### config.mk
export PLATFORM = sky130hd
export DESIGN_NAME = vga_sync_gen
export DESIGN_NICKNAME = d
export VERILOG_FILES = /design/src/rtl/vga_sync_gen.sv
export SDC_FILE = /design/constraint.sdc
export NUM_CORES = 1
export LEC_CHECK = 0
export CORE_MARGIN = 2
export CORE_UTILIZATION = 50
export CTS_CLUSTER_DIAMETER = 50
export CTS_CLUSTER_SIZE = 12
export DETAILED_ROUTE_END_ITERATION = 10
export GPL_ROUTABILITY_DRIVEN = 0
export PLACE_DENSITY = 0.79
export SLEW_MARGIN = 20
export SYNTH_ARGS = -nofsm -noshare
export SYNTH_HDL_FRONTEND = slang
export SYNTH_SLANG_ARGS = --single-unit
export TNS_END_PERCENT = 30
### constraint.sdc
create_clock -name i_clk -period 3.2 [get_ports i_clk]
set_clock_uncertainty 0.05 [all_clocks]
set_input_delay 0.48 -clock i_clk [delete_from_list [all_inputs] [get_ports i_clk]]
set_output_delay 0.48 -clock i_clk [all_outputs]
set_load 0.005 [all_outputs]
### src/rtl/vga_sync_gen.sv
// vga_sync_gen: registered VGA raster timing (position, visible flag, strobes, sync levels).
// Outputs decode the post-advance counter value, so every output describes the same pixel.
module vga_sync_gen #(
  parameter int   H_VISIBLE   = 640,
  parameter int   H_FRONT     = 16,
  parameter int   H_SYNC      = 96,
  parameter int   H_BACK      = 48,
  parameter int   V_VISIBLE   = 480,
  parameter int   V_FRONT     = 10,
  parameter int   V_SYNC      = 2,
  parameter int   V_BACK      = 33,
  parameter logic SYNC_ACTIVE = 1'b0
) (
  input  logic       i_clk,
  input  logic       i_rst_n,
  input  logic       i_enable,
  output logic [9:0] o_hpos,
  output logic [9:0] o_vpos,
  output logic       o_visible,
  output logic       o_line_strobe,
  output logic       o_frame_strobe,
  output logic       o_hsync,
  output logic       o_vsync
);
  localparam int H_TOTAL = H_VISIBLE + H_FRONT + H_SYNC + H_BACK;
  localparam int V_TOTAL = V_VISIBLE + V_FRONT + V_SYNC + V_BACK;
  if (H_TOTAL > 1024 || V_TOTAL > 1024) begin : g_bad_totals
    $error("vga_sync_gen: H_TOTAL/V_TOTAL must not exceed 1024");
  end
  localparam logic [9:0] H_MAX  = 10'(H_TOTAL - 1);
  localparam logic [9:0] V_MAX  = 10'(V_TOTAL - 1);
  localparam logic [9:0] H_VIS  = 10'(H_VISIBLE);
  localparam logic [9:0] V_VIS  = 10'(V_VISIBLE);
  localparam logic [9:0] HS_BEG = 10'(H_VISIBLE + H_FRONT);
  localparam logic [9:0] HS_END = 10'(H_VISIBLE + H_FRONT + H_SYNC);
  localparam logic [9:0] VS_BEG = 10'(V_VISIBLE + V_FRONT);
  localparam logic [9:0] VS_END = 10'(V_VISIBLE + V_FRONT + V_SYNC);
  logic [9:0] hcnt_q, hcnt_d, vcnt_q, vcnt_d, hpos_q, vpos_q;
  logic       vis_q, line_q, frame_q, hsync_q, vsync_q;
  always_comb begin
    hcnt_d = (hcnt_q == H_MAX) ? '0 : hcnt_q + 10'd1;
    vcnt_d = (hcnt_q != H_MAX) ? vcnt_q : (vcnt_q == V_MAX) ? '0 : vcnt_q + 10'd1;
  end
  // Counters reset to the last pixel so the first enabled edge lands on (0,0).
  always_ff @(posedge i_clk) begin
    if (!i_rst_n) begin
      hcnt_q  <= H_MAX;
      vcnt_q  <= V_MAX;
      hpos_q  <= '0;
      vpos_q  <= '0;
      vis_q   <= 1'b0;
      line_q  <= 1'b0;
      frame_q <= 1'b0;
      hsync_q <= ~SYNC_ACTIVE;
      vsync_q <= ~SYNC_ACTIVE;
    end else if (i_enable) begin
      hcnt_q  <= hcnt_d;
      vcnt_q  <= vcnt_d;
      hpos_q  <= hcnt_d;
      vpos_q  <= vcnt_d;
      vis_q   <= (hcnt_d < H_VIS) && (vcnt_d < V_VIS);
      line_q  <= (hcnt_d == '0);
      frame_q <= (hcnt_d == '0) && (vcnt_d == V_VIS);
      hsync_q <= (hcnt_d >= HS_BEG && hcnt_d < HS_END) ? SYNC_ACTIVE : ~SYNC_ACTIVE;
      vsync_q <= (vcnt_d >= VS_BEG && vcnt_d < VS_END) ? SYNC_ACTIVE : ~SYNC_ACTIVE;
    end else begin
      line_q  <= 1'b0;
      frame_q <= 1'b0;
    end
  end
  assign o_hpos         = hpos_q;
  assign o_vpos         = vpos_q;
  assign o_visible      = vis_q;
  assign o_line_strobe  = line_q;
  assign o_frame_strobe = frame_q;
  assign o_hsync        = hsync_q;
  assign o_vsync        = vsync_q;
endmodule

==> results.tsv <==
metric	value	unit
ctsRootBufferMaster	clkbuf_8	
postSynth.topFlopCell	dfxtp_1	
drt_iter0_drc	116	
proportion_of_register_bits_with_asynchronous_set_or_reset_after_synthesis	0	%
clock.fmax	0.371	GHz
slew_headroom	60.6	%
powerDensity	483	nW/µm²
via_count_of_the_first_global_routing_pass	1608	
syn-instance-count	242	
cts_tree	yes	
finalMaxSlewViolations	0	
post_synth_instance_area	1960	µm²
detailed_place_hpwl	2.99	mm
power.ir.vdd_worst	0.000307	V
timing.critical_path.slowest_cell_delay	0.59	ns
finalCritPeriodShare	84.3	%
grt_remaining_overflow	0	
average_wire_per_standard_cell	13.9	µm
floorplan.die.width	66.7	µm
crit_arrival	2.86	ns
finalHoldViolCount	0	
max_capacitance_violation_count	0	
grtUsageTotal	22.1	%
outcome	finished clean	
grt_first_pass_wirelength	7.41	mm
placedInstanceArea	2190	µm²
clkLatencyLatePin	0.30	ns
postCtsResizedCells	0	
synth.yosys.warnings	0	
layout.nets	263	
number_of_vias_after_detailed_routing	1714	
die_height	66.7	µm
final_report_setup_violation_count	0	
ctsLongestPathBuffers	2	
die_area	4440	µm²
holdBufCountCts	0	
final_area	2270	µm²
final_common_cell	dfxtp_1	
detail-route-antenna-nets	0	
cts-buffers-inserted	5	
path_clk_slew	0.06	ns
path_class	reg -> reg	
numClockSinks	35	
p_total	1100	µW
finalCriticalPeriod	2.70	ns
slowest_stage	or3_1	
flow.area_growth_from_synthesis	15.9	%
antenna-diode-count	0	
route.detailed.drc	0	
vias_per_cell	5.64	
worstPathCellList	ha_1, nand4_2, or3_1, a31oi_1, nand4b_1, nor4_2	
hold_path.class	reg -> reg	
post-cts-setup-buffers	0	
mostFrequentLayoutCells	35 x dfxtp_1, 27 x clkdlybuf4s50_1, 23 x nand2_1	
p_leak	0.000844	µW
portBuffers	27	
postSynthRegisterBits	35	
cts-htree-levels	2	
pin_count	28	
synth.distinct_cells	52	
synth.avg_cell_area	8.11	µm²
required	3.36	ns
postRouteWirelength	4.23	mm
row_count	22	
worstSetupStartpointType	register	
setup.worst_path.end_class	register	
synth_edf_count	0	
rsz_0062_raised_after_global_routing	no	
portion_of_the_post_synthesis_area_used_by_sequential_elements	35.7	%
tightestPinTransition	0.588	ns
maximum_number_of_pins_on_one_net_before_global_route_repair	26	
timing.critical_path.fanout_max	9	
drt-pass1-iter-count	4	
placeableCoreArea	3720	µm²
grt_antenna_before_repair	0	
timing.setup.tns	0	ns
synth_nets	249	
floorplan.initialDensity	52.8	%
final_layout_size_suffix_gt1_share	8.20	%
-- area by class of cell --
cell class / instances / area, µm²
clock buffers: 6 / 82.6
clock inverters: 1 / 5.00
fillers: 324 / 1440
inverters: 12 / 45.0
multi-input cells: 171 / 1080
flip-flops and latches: 35 / 701
well taps: 48 / 60.1
repair buffers: 31 / 300
-- registers in the layout, indices dropped and copies added, names as in the netlist --
register        flops
o_hsync             1
o_vsync             1
o_visible           1
o_hpos              7
o_frame_strobe      1
hcnt_q             10
o_vpos              3
vcnt_q             10
o_line_strobe       1
-- through the flow --
step                      setup WS [ns]  util (%)  hold slack (ns)  instances
after global placement            0.672      58.9            0.410        297
final                             0.504      61.2            0.431        304
after detailed placement          0.589      58.9            0.415        297
after floorplan                   0.836         -            0.423        242
after CTS                         0.559      61.2            0.431        304
after global routing              0.258      61.2            0.475        304
-- cells by family (layout without fill, tap and decap cells) --
| logic type | count (synthesis) | after routing | share of synthesized area [%] |
|---|---|---|---|
| buffers and inverters | 36 | 50 | 9.24 |
| DFF | 35 | 35 | 35.7 |
| muxes | 3 | 3 | 1.59 |
| AOI/OAI and AO/OA | 48 | 48 | 15.9 |
| xor gates and xnor gates | 13 | 13 | 5.80 |
| and+or+nand+nor | 103 | 103 | 29.2 |
| adders and majority gates | 4 | 4 | 2.55 |
-- path summary, 6_finish.rpt --
kind	startpoint	cells after the start	slack, ns	to
setup / recovery	hcnt_q[0]	6	0.50	o_frame_strobe
hold / removal	o_hpos[2]	1	0.43	o_hpos[2]
setup reg to reg	hcnt_q[0]	6	0.50	o_frame_strobe
hold reg to reg	o_hpos[2]	1	0.43	o_hpos[2]
-- synthesized netlist by cell type, types with 3 or more instances --
cell | instances | area (µm²)
o21ai_0 | 12 | 60.1
dfxtp_1 | 35 | 701
a21oi_1 | 9 | 45.0
xnor2_1 | 7 | 61.3
o22ai_1 | 4 | 25.0
nand2_1 | 23 | 86.3
nor3_1 | 6 | 30.0
clkbuf_1 | 11 | 41.3
nor4_1 | 4 | 25.0
a21boi_0 | 4 | 30.0
nand3_1 | 9 | 45.0
inv_1 | 12 | 45.0
nand4_1 | 6 | 37.5
or2_2 | 3 | 18.8
and2_1 | 9 | 56.3
nand2b_1 | 4 | 25.0
buf_4 | 10 | 75.1
ha_1 | 4 | 50.1
xor2_1 | 6 | 52.6
or3_1 | 4 | 25.0
nor2b_1 | 3 | 18.8
nor2_1 | 16 | 60.1
-- critical path, delay by kind of cell (launching register included) --
kind / cells / cell delay, ns
adders and majority gates: 1 / 0.35
and+or+nand+nor: 4 / 1.29
DFF: 1 / 0.46
AOI/OAI and AO/OA: 1 / 0.47
-- where the power goes --
| group | leakage (µW) | internal (µW) | total, µW | switching (µW) |
|---|---|---|---|---|
| combinational | 0.000510 | 121 | 268 | 147 |
| clock | 0.0000470 | 169 | 323 | 154 |
| sequential | 0.000287 | 468 | 508 | 39.5 |
-- routing by layer --
layer | up-vias | share of wire, % | GRT usage [%]
met1 | 784 | 48 | 29.2
met2 | 58 | 44 | 34.1
li1 | 867 | - | -
met4 | 0 | 1.8 | 9.18
met5 | - | 0 | 0
met3 | 5 | 6.1 | 5.57
No activity file was read; power rests on OpenSTA's default activity.
